===== src/rtl/branch_resolve_unit.sv =====
// branch_resolve_unit
//
// Resolves one control-transfer instruction per cycle (six conditional
// branch types, JAL, JALR) and presents a registered result to the
// PC-redirect logic. It also holds a table of 2-bit saturating predictor
// counters. Fetch reads this table combinationally, and every resolved
// legal conditional branch trains it. Two saturating counters track
// resolved instructions and mispredicts.
//
// Ports
//   clk, rst              rising-edge clock, asynchronous active-high reset
//   in_valid / in_ready   input handshake
//   in_pc, in_rs1, in_rs2 instruction PC and operand values
//   in_imm                sign-extended immediate
//   in_funct3             branch condition code
//   in_kind               00 branch, 01 JAL, 10 JALR, 11 illegal
//   in_pred_taken         prediction fetch used for this instruction
//   out_valid / out_ready output handshake
//   out_taken, out_mispredict, out_misaligned, out_illegal   result flags
//   out_target            resolved next PC
//   out_link              in_pc + 4
//   lookup_pc             fetch PC to predict
//   lookup_taken          MSB of the predictor counter for lookup_pc
//   stat_branches, stat_mispredicts   saturating statistics
//
// Handshake: a transfer happens on a rising edge where valid and ready are
// both high. in_ready = !out_valid | out_ready, so it never depends on
// in_valid. While out_valid & !out_ready, all out_* signals hold stable.

module branch_resolve_unit #(
    parameter int XLEN      = 32,
    parameter int PHT_DEPTH = 64,
    parameter int CNT_W     = 32
) (
    input  logic             clk,
    input  logic             rst,
    input  logic             in_valid,
    output logic             in_ready,
    input  logic [XLEN-1:0]  in_pc,
    input  logic [XLEN-1:0]  in_rs1,
    input  logic [XLEN-1:0]  in_rs2,
    input  logic [XLEN-1:0]  in_imm,
    input  logic [2:0]       in_funct3,
    input  logic [1:0]       in_kind,
    input  logic             in_pred_taken,
    output logic             out_valid,
    input  logic             out_ready,
    output logic             out_taken,
    output logic             out_mispredict,
    output logic             out_misaligned,
    output logic             out_illegal,
    output logic [XLEN-1:0]  out_target,
    output logic [XLEN-1:0]  out_link,
    input  logic [XLEN-1:0]  lookup_pc,
    output logic             lookup_taken,
    output logic [CNT_W-1:0] stat_branches,
    output logic [CNT_W-1:0] stat_mispredicts
);

    localparam int IDX_W = $clog2(PHT_DEPTH);

    logic [1:0]      pht [PHT_DEPTH];
    logic            accept;
    logic            cond;
    logic            legal_branch;
    logic            nxt_taken;
    logic            nxt_mispredict;
    logic            nxt_misaligned;
    logic            nxt_illegal;
    logic [XLEN-1:0] nxt_target;
    logic [XLEN-1:0] pc_plus4;
    logic [XLEN-1:0] pc_plus_imm;
    logic [XLEN-1:0] jalr_sum;
    logic [IDX_W-1:0] upd_idx;
    logic [IDX_W-1:0] look_idx;
    logic            unused_lookup_bits;

    assign in_ready = !out_valid || out_ready;
    assign accept   = in_valid && in_ready;

    assign pc_plus4    = in_pc + XLEN'(4);
    assign pc_plus_imm = in_pc + in_imm;
    assign jalr_sum    = in_rs1 + in_imm;

    assign upd_idx  = in_pc[IDX_W+1:2];
    assign look_idx = lookup_pc[IDX_W+1:2];
    // The predictor is indexed by a slice of the fetch PC. The other bits
    // are intentionally ignored, so PCs that differ only there alias.
    assign unused_lookup_bits = ^{lookup_pc[XLEN-1:IDX_W+2], lookup_pc[1:0]};

    // Counter MSB = predict taken. Reading while the same entry is being
    // trained returns the value before the update.
    assign lookup_taken = pht[look_idx][1];

    always_comb begin
        cond = 1'b0;
        unique case (in_funct3)
            3'b000:  cond = (in_rs1 == in_rs2);
            3'b001:  cond = (in_rs1 != in_rs2);
            3'b100:  cond = ($signed(in_rs1) <  $signed(in_rs2));
            3'b101:  cond = ($signed(in_rs1) >= $signed(in_rs2));
            3'b110:  cond = (in_rs1 <  in_rs2);
            3'b111:  cond = (in_rs1 >= in_rs2);
            default: cond = 1'b0;
        endcase
    end

    always_comb begin
        nxt_taken      = 1'b0;
        nxt_illegal    = 1'b0;
        nxt_mispredict = in_pred_taken;
        nxt_target     = pc_plus4;
        legal_branch   = 1'b0;
        unique case (in_kind)
            2'b00: begin
                if (in_funct3 == 3'b010 || in_funct3 == 3'b011) begin
                    nxt_illegal = 1'b1;
                end else begin
                    legal_branch   = 1'b1;
                    nxt_taken      = cond;
                    nxt_target     = cond ? pc_plus_imm : pc_plus4;
                    nxt_mispredict = cond ^ in_pred_taken;
                end
            end
            2'b01: begin
                nxt_taken      = 1'b1;
                nxt_target     = pc_plus_imm;
                nxt_mispredict = !in_pred_taken;
            end
            2'b10: begin
                // There is no target prediction, so a JALR always counts as
                // mispredicted.
                nxt_taken      = 1'b1;
                nxt_target     = jalr_sum;
                nxt_target[0]  = 1'b0;
                nxt_mispredict = 1'b1;
            end
            default: begin
                nxt_illegal = 1'b1;
            end
        endcase
        nxt_misaligned = nxt_taken && (nxt_target[1:0] != 2'b00);
    end

    always_ff @(posedge clk or posedge rst) begin
        if (rst) begin
            out_valid        <= 1'b0;
            out_taken        <= 1'b0;
            out_mispredict   <= 1'b0;
            out_misaligned   <= 1'b0;
            out_illegal      <= 1'b0;
            out_target       <= '0;
            out_link         <= '0;
            stat_branches    <= '0;
            stat_mispredicts <= '0;
            for (int i = 0; i < PHT_DEPTH; i++) begin
                pht[i] <= 2'b01;
            end
        end else begin
            if (accept) begin
                // Loading on accept also covers a same-cycle pop: the new
                // result replaces the old one and out_valid stays high.
                out_valid      <= 1'b1;
                out_taken      <= nxt_taken;
                out_mispredict <= nxt_mispredict;
                out_misaligned <= nxt_misaligned;
                out_illegal    <= nxt_illegal;
                out_target     <= nxt_target;
                out_link       <= pc_plus4;
                if (stat_branches != '1) begin
                    stat_branches <= stat_branches + CNT_W'(1);
                end
                if (nxt_mispredict && stat_mispredicts != '1) begin
                    stat_mispredicts <= stat_mispredicts + CNT_W'(1);
                end
                if (legal_branch) begin
                    if (nxt_taken && pht[upd_idx] != 2'b11) begin
                        pht[upd_idx] <= pht[upd_idx] + 2'b01;
                    end else if (!nxt_taken && pht[upd_idx] != 2'b00) begin
                        pht[upd_idx] <= pht[upd_idx] - 2'b01;
                    end
                end
            end else if (out_ready) begin
                out_valid <= 1'b0;
            end
        end
    end

endmodule


===== config.mk =====
export PLATFORM = sky130hd
export DESIGN_NAME = branch_resolve_unit
export DESIGN_NICKNAME = d
export VERILOG_FILES = /design/src/rtl/branch_resolve_unit.sv
export SDC_FILE = /design/constraint.sdc
export NUM_CORES = 1
export LEC_CHECK = 0
export ABC_CLOCK_PERIOD_IN_PS = 11530
export CAP_MARGIN = 15
export CORE_MARGIN = 2
export CORE_UTILIZATION = 55
export CTS_BUF_LIST = sky130_fd_sc_hd__clkbuf_2 sky130_fd_sc_hd__clkbuf_4 sky130_fd_sc_hd__clkbuf_8
export DETAILED_ROUTE_END_ITERATION = 16
export PLACE_DENSITY_LB_ADDON = 0.25
export SKIP_LAST_GASP = 1
export SYNTH_ARGS = -nofsm -noshare
export SYNTH_HDL_FRONTEND = slang
export SYNTH_SLANG_ARGS = --single-unit

===== constraint.sdc =====
create_clock -name clk -period 11.53 [get_ports clk]
set_clock_uncertainty 0.1 [all_clocks]
set_input_delay 2.306 -clock clk [delete_from_list [all_inputs] [get_ports clk]]
set_output_delay 2.306 -clock clk [all_outputs]
set_load 0.05 [all_outputs]

Word-level counts from Yosys, hierarchy flattened

Cells that the tools add are included.

Memory bits (writable): 0
Word-level logic and storage cells: 151
Memory bits (read-only): 0
Latch bits: 0
Memories kept: 0
Input port bits: 170
Output and inout bits: 135
Register bits: 261

Add/subtract/negate cells: 7
Multiplexer cells: 26
Reduce and logical (&&, ||, !) cells: 21
Divide/modulo/power cells: 0
Bitwise operators: 3
Order comparisons: 7
Shift-type cells: 0
Multipliers: 0
Eq/ne operators: 14

Operator list:

| kind                                                                         | number |
|---|---|
| 128-bit bitwise mux                                                          | 2 |
| 128-bit two-way mux                                                          | 2 |
| 32-bit case mux with 3 select lines                                          | 1 |
| 32-bit by 1-bit adder with 32-bit output, second input constant              | 2 |
| 32-bit adder                                                                 | 2 |
| 32-bit greater-or-equal comparator                                           | 2 |
| 32-bit less-than comparator                                                  | 2 |
| 32-bit two-way mux                                                           | 2 |
| 32-bit inequality test, second input constant                                | 2 |
| 32-bit by 3-bit adder with 32-bit output, second input constant              | 1 |
| 32-bit == test                                                               | 1 |
| 32-bit inequality test                                                       | 1 |
| 2-bit binary-select mux with 6-bit select                                    | 2 |
| 7-bit greater-or-equal comparator, second input constant                     | 2 |
| 6-bit NOT with 7-bit output                                                  | 2 |
| 2-bit demux with 6-bit select                                                | 1 |
| 3-bit == test, second input constant                                         | 4 |
| 2-bit two-way mux                                                            | 5 |
| 2-bit nonzero test                                                           | 4 |
| 7-bit by 1-bit less-than comparator with 1-bit output, second input constant | 1 |
| 1-bit two-way mux                                                            | 7 |
| 3-bit by 2-bit == test with 1-bit output, second input constant              | 2 |
| 1-bit logical AND                                                            | 6 |
| 1-bit case mux with 6 select lines                                           | 1 |
| other kinds (16)                                                             | 21 |

Longest topological paths before layout

Gate-level depths: netlist (run 1).

Depth after elaboration: 8
Depth in mapped cells: 17
Mapped depth without buffers: 14

Least setup slack after synthesis (run 1)

No wires, ideal clock.

Kind: input -> output
Start point: input port lookup_pc[2]
End point: output port lookup_taken
Data required time: 9,124 ps
Path slack: 4,247 ps
Buffers on the path: 2
Arrival time: 4,877 ps
Stages on the path: 5
Cell sequence: clkbuf_1 > buf_1 > mux4_2 > mux4_2 > mux4_2

Cells in the longest elaborated chain, start to end: 4

Ends and longest elaborated chain:

| element                                               | RTL line | source |
|---|---|---|
| start: declaration                                    | 54       | `input logic [XLEN-1:0] lookup_pc,` |
| 6-bit NOT with 7-bit output (implied by the code)     | 93       | `assign lookup_taken = pht[look_idx][1];` |
| 2-bit binary-select mux with 6-bit select             | 93       |  |
| 2-bit two-way mux (implied by the code) (2 in series) | 93       |  |
| end: declaration                                      | 55       | `output logic lookup_taken,` |

No other way between the ends. The select of a mux whose other input is x is not followed.

Worst setup path in the final report (run 1)

Same ends and word-level chain as after synthesis.

==> results of run 1 <==
[worst paths after layout]
check,start,endpoint,cells after the start
setup / recovery,lookup_pc[2],lookup_taken,6
hold / removal,out_target[15],out_target[15],2
setup reg to reg,flop,pht[19],11
hold reg to reg,out_target[15],out_target[15],2
max in group asynchronous,rst,out_target[29],3
min in group asynchronous,rst,pht[93],2
[placed cells by master, fill, tap and decap left out, drive strengths merged, types with 71 or more instances in the layout]
cell type	instances
clkdlybuf4s50	278
xor2	71
dfrtp	197
mux2	131
ha	102
nand2	201
nor2	82
a21oi	85
o21ai	98
xnor2	74
clkbuf	73
[critical path: cells and delay by family]
| family | cells | cell delay [ns] |
|---|---|---|
| buffers and inverters | 3 | 1.85 |
| multiplexers | 3 | 1.50 |
[cell usage after synthesis, types with 47 or more instances]
cell and number:
nand2_1 201, dfstp_2 64, xnor2_1 73, mux2_1 47, dfrtp_1 197, a21oi_1 85
inv_1 67, xor2_1 71, ha_1 102, clkbuf_1 53, mux2_2 84, o21ai_0 96
nand3_1 56, nor2_1 82
[area by class of cell]
class,instances,area (um2),share of cell area
multi-input combinational,1360,10000,0.471
sequential,261,6610,0.310
timing repair buffer,294,2920,0.137
clock buffer,73,911,0.0426
tap,396,495,0.0232
inverter,67,259,0.0121
clock inverter,9,113,0.00527
[through the flow]
step            util  total power, mW  hold WS (ns)  cells  area (um2)
6_report       0.695             2.92         0.377   2460       21400
5_1_grt        0.695             3.03         0.403   2460       21400
4_1_cts        0.694             2.92         0.382   2458       21300
3_5_place_dp   0.660             1.98         0.369   2376       20300
3_3_place_gp   0.660             1.96         0.362   2376       20300
2_1_floorplan      -             1.66         0.382   1759       17200
[power groups by stage]
stage                     Sequential, mW  Clock [mW]  Combinational, mW
final                               1.07       0.937              0.912
after detailed placement            1.08           0              0.900
after CTS                           1.07       0.949              0.903
after floorplan                     1.27           0              0.394
after global placement              1.08           0              0.886
after global routing                1.08       0.989              0.969
[cell families (layout without fill, tap and decap cells)]
| kind of cell | Yosys count | after routing | share of synthesized area |
|---|---|---|---|
| mux | 165 | 165 | 0.124 |
| buf+inv | 138 | 443 | 0.0336 |
| flops | 261 | 261 | 0.384 |
| compound gates | 409 | 409 | 0.154 |
| simple gates | 537 | 537 | 0.154 |
| xor+xnor | 145 | 145 | 0.0748 |
| fa+ha+maj | 104 | 104 | 0.0764 |
[layer usage]
layer	GRT usage	routed length, um	share of wire	up-vias
li1	-	-	-	7016
met1	0.427	21900	0.42	7413
met2	0.514	24500	0.47	779
met3	0.0538	4220	0.080	135
met4	0.117	2030	0.039	0
met5	0	0	0	-
==> summary.md, run 1 <==
| Metric | Value |
|---|---|
| Largest net degree at the start of global routing | 101 |
| HPWL after detailed placement | 39000 um |
| TritonCTS buffer count | 44 |
| Final ANT Viol Nets | 0 |
| Hold crit path type | reg -> reg |
| Critical path type | in -> out |
| Pin slew with the least headroom to its limit | between 1 and 1.5 ns |
| Vias after detailed routing | 15300 |
| Slew HR | 0.268 |
| Area grow syn2layout | 23.9% |
| NetSw | 1.04 mW |
| Hold_buf cts | 0 |
| Full die area | 0.0328 mm2 |
| Post-Syn Instances | 1759 |
| Clk Latency, worst-skew pair | 0.57 ns |
| Yosys warns | 0 |
| Register area share after synthesis | 0.384 |
| Final setup margin | roughly 3.5 ns |
| CP Max Fanout | 9 |
| Num ports | ~310 |
| LEAKAGE | 9.35 nW |
| Die W | 181 um |
| DRC | 0 |
| Startpoint types | input port |
| Int Power | 1.88 mW |
| Max cap viols | 0 |
| Share of cells above drive strength 1 | 0.146 |
| Unrepaired setup endpoints after global routing | false |
| Maximum vdd drop | 0.0834 mV |
| Routed wire per std cell | 21.4 um |
| N_diodes | 0 |
| Outcome | finished clean |
| Post-synth EDFFs | 0 |
| Cell Chain, Critical Path | clkdlybuf4s50_1 > buf_6 > mux4_2 > mux4_2 > mux4_2 > clkdlybuf4s50_1 |
| Final setup TNS | 0 ns |
| Clock Tree Buf Depth | 3 |
| CTS root buf | clkbuf_8 |
| Top post-synthesis cells by area | dfrtp_1 (29%), dfstp_2 (9.8%), ha_1 (7.4%) |
| Final #Nets | 2302 |
| Gr usage total | 0.316 |
| Syn nets | 2033 |
| Max Fclk | roughly 120 MHz |
| Fin crit period | 8.07 ns |
| Worst setup EP type | primary output |
| Tcrit/Tclk final | 0.700 |
| Area leader, netlist | dfrtp_1 |
| Initial DRC count | around 1500 |
| Final WL | 52700 um |
| Mean Syn Cell Area | about 9.8 um2 |
| Final Hold Vio Count | 0 |
| Slowest cell on the critical path | clkdlybuf4s50_1 |
| Max Transition Viols Final | 0 |
| Crit path DAT | about 5.7 ns |
| First-pass GRT wire length | 82300 um |
| Synth top area share | 0.286 |
| Initial Util | 0.560 |
| CTS clk-pin slew, worst paths | 0.06 ns |
| Sw Ratio | 0.356 |
| Sink Count | 261 |
| Count of cell types in the netlist | between 80 and 90 |
| TritonCTS clock tree | yes |
| Setup WS pre-CTS | 3.26 ns |
| Initial antenna violation count | 0 |
| Setup Buffers After CTS | 0 |
| Setup violations, final | 0 |
| Main synth FF type | dfrtp_1 |
| Flop pwr share | 0.366 |
| PD cells | 137 mW/mm2 |
| Number of cell rows | 64 |
| Vias in the first global route | 15100 |
| Crit-path most repeated cell | mux4_2 |
| Via density | about 6.2 |
| RD Place Congestion | 0.931 |
| Filler instances | 2411 |
| First drt pass iteration count | 5 |
| Mapped Area | 0.0172 mm2 |
| Core Footprint | 0.0307 mm2 |
| Global route total overflow | 0 |
| Post-cts resize count | 0 |
| Clk pwr share | 0.321 |
| WP data required | between 9 and 10 ns |
| Worst path max stage delay | 0.88 ns |
| Post-synthesis register bit count | approximately 260 |
| Asr flop ratio synth | 1.00 |
| H-tree lvl count | 2 |
| Height of the die | 181 um |
| Combinational fraction of design power | 0.313 |
| Port bufs | 278 |
| Flop2flop setup slack | slightly above 7 ns |
Power figures use the tool's default switching activity.
==> run 2: changes to the inputs <==
--- a/config.mk
+++ b/config.mk
@@ -5,7 +5,7 @@
 export SDC_FILE = /design/constraint.sdc
 export NUM_CORES = 1
 export LEC_CHECK = 0
-export ABC_CLOCK_PERIOD_IN_PS = 11530
+export ABC_CLOCK_PERIOD_IN_PS = 7900
 export CAP_MARGIN = 15
 export CORE_MARGIN = 2
 export CORE_UTILIZATION = 55
==> constraint.sdc (replaced) <==
create_clock -name clk -period 7.9 [get_ports clk]
set_clock_uncertainty 0.1 [all_clocks]
set_input_delay 1.58 -clock clk [delete_from_list [all_inputs] [get_ports clk]]
set_output_delay 1.58 -clock clk [all_outputs]
set_load 0.05 [all_outputs]
==> run 2 against run 1 <==
Hold slack improved by 0.00083 ns. Combinational power increased by 47%. Wire length decreased by 1.3%. Worst setup slack got worse by 2.0 ns. Clock power increased by 37%. Final area decreased by 0.35%. Via count decreased by 1.1%. Register-to-register slack got worse by 3.0 ns. Global-route usage decreased by 0.24 points. Count of clock-buffer cells in the layout increased by 5. Critical path type unchanged. Highest routed layer unchanged.
==> summary.md, run 2 (synthesis results as in run 1) <==
| Metric | Value |
|---|---|
| Outcome | finished clean |
| Pin slew with the least headroom to its limit | 1.18 ns (+0.0841 ns) |
| Via density | 6.16 (-1.3%) |
| WL met1 | 21300 um (-2.9%) |
| Core Footprint | 0.0307 mm2 (unchanged) |
| Max Fclk | 156 MHz |
| Cell Chain, Critical Path | clkdlybuf4s50_1 > mux4_2 > mux4_2 > mux4_2 > clkdlybuf4s50_1 |
| Area grow syn2layout | 23.5% |
| CP Max Fanout | 16 (+7) |
| N_diodes | 0 (unchanged) |
| Final #Nets | 2305 (+0.13%) |
| LEAKAGE | 9.31 nW (-0.34%) |
| Final ANT Viol Nets | 0 (unchanged) |
| Startpoint types | input port |
| RD Place Congestion | 0.966 (+3.8%) |
| Share of cells above drive strength 1 | 0.147 (+0.00165) |
| Initial Util | 0.560 (unchanged) |
| Met2 wire length | 24100 um (-1.6%) |
| Max Transition Viols Final | 0 (unchanged) |
| Highest Signal Layer | met4 |
| Gr usage total | 0.314 (-0.00242) |
| Final core occ | 0.692 (-0.00244) |
| Die W | 181 um (unchanged) |
| HPWL after detailed placement | 38900 um (-0.46%) |
| Fin crit period | 6.40 ns |
| Clock Tree Buf Depth | 3 (unchanged) |
| WP data required | 6.22 ns (-2.90 ns) |
| PD cells | 196 mW/mm2 (+43%) |
| Number of cell rows | 64 (unchanged) |
| Slowest cell on the critical path | clkdlybuf4s50_1 |
| Crit path DAT | 4.72 ns (-0.94 ns) |
| Vias after detailed routing | 15200 (-1.1%) |
| Vias in the first global route | 15000 (-0.62%) |
| Height of the die | 181 um (unchanged) |
| Unrepaired setup endpoints after global routing | false |
| H-tree lvl count | 2 (unchanged) |
| Final setup TNS | 0 ns (unchanged) |
| Port bufs | 278 (unchanged) |
| Post-cts resize count | 0 (unchanged) |
| Min Hold Slack | 0.378 ns (+0.000832 ns) |
| First drt pass iteration count | 6 (+1) |
| Largest net degree at the start of global routing | 70 (-31%) |
| TritonCTS buffer count | 46 (+4.5%) |
| Initial DRC count | 1388 (-9.8%) |
| TritonCTS clock tree | yes |
| Worst path max stage delay | 1.03 ns (+0.15 ns) |
| First-pass GRT wire length | 81200 um (-1.4%) |
| Maximum vdd drop | 0.120 mV (+44%) |
| CTS root buf | clkbuf_8 |
| Full die area | 0.0328 mm2 (unchanged) |
| Hold crit path type | reg -> reg |
| Crit-path most repeated cell | mux4_2 |
| Most frequent cells in the layout | clkdlybuf4s50_1 (278), nand2_1 (200), dfrtp_1 (197) |
| Clk Latency, worst-skew pair | 0.57 ns (about the same) |
| Leading cell type in the layout, fill and taps excluded | clkdlybuf4s50_1 |
| Initial antenna violation count | 0 (unchanged) |
| Tcrit/Tclk final | 0.810 |
| Met3 wire length | 4080 um (-3.4%) |
| Slew HR | 0.212 (-0.0563) |
| Global route total overflow | 0 (unchanged) |
| Sink Count | 261 (unchanged) |
| Hold_buf cts | 0 (unchanged) |
| Worst setup EP type | primary output |
| DRC | 0 (unchanged) |
| Setup violations, final | 0 (unchanged) |
| Num ports | 305 (unchanged) |
| Critical path type | in -> out |
| Final WL | 52000 um (-1.3%) |
| CTS clk-pin slew, worst paths | 0.06 ns (about the same) |
| Final Hold Vio Count | 0 (unchanged) |
| Setup Buffers After CTS | 0 (unchanged) |
| Routed wire per std cell | 21.1 um (-1.5%) |
| Max cap viols | 0 (unchanged) |
-- run 2: cell count changes in the layout (fill, tap and decap cells not counted), moves of 2 or more --
cell,delta
clkbuf_4,+12
clkbuf_8,-7
bufinv_16,-2
clkinvlp_4,+2
-- run 2: per-stage QoR --
stage	total power, mW	instance area [um2]	std cells	setup WS [ns]
6_report	4.17	21300	2464	1.50
2_1_floorplan	2.42	17200	1759	2.07
5_1_grt	4.35	21300	2464	1.46
4_1_cts	4.18	21300	2463	1.52
3_3_place_gp	2.87	20300	2378	1.50
3_5_place_dp	2.89	20300	2378	1.40
-- run 2: report_power, final --
part / leakage, nW / internal, mW / switching, mW
Clock: 0.513 / 0.721 / 0.556
Combinational: 5.55 / 0.486 / 0.851
Sequential: 3.25 / 1.46 / 0.0944
-- run 2: layer usage --
layer	GRT usage	vias up
li1	-	7026
met1	0.407	7296
met2	0.510	715
met3	0.0621	137
met4	0.144	0
met5	0	-
-- run 2: final timing paths --
check                      slack [ns]      endpoint  cells past startpoint    startpoint
setup / recovery                 1.50  lookup_taken                      5  lookup_pc[3]
hold / removal                   0.38  out_link[16]                      2  out_link[16]
setup reg to reg                 4.01       pht[15]                     10          flop
hold reg to reg                  0.38  out_link[16]                      2  out_link[16]
max in group asynchronous        5.20       pht[41]                      3           rst
min in group asynchronous        1.28      pht[107]                      2           rst
-- run 2: area by class of cell --
type                    count  area, um2
repair buffers            295       2920
clock buffers              78        905
flip-flops and latches    261       6610
clock inverters             7       46.3
inverters                  67        255
multi-input cells        1360      10000
fillers                  2392       9470
well taps                 396        495
-- run 2: worst max-delay path, delay by kind of cell --
kind                   cells  cell delay (ns)
muxes                      3             1.40
buffers and inverters      2             1.74
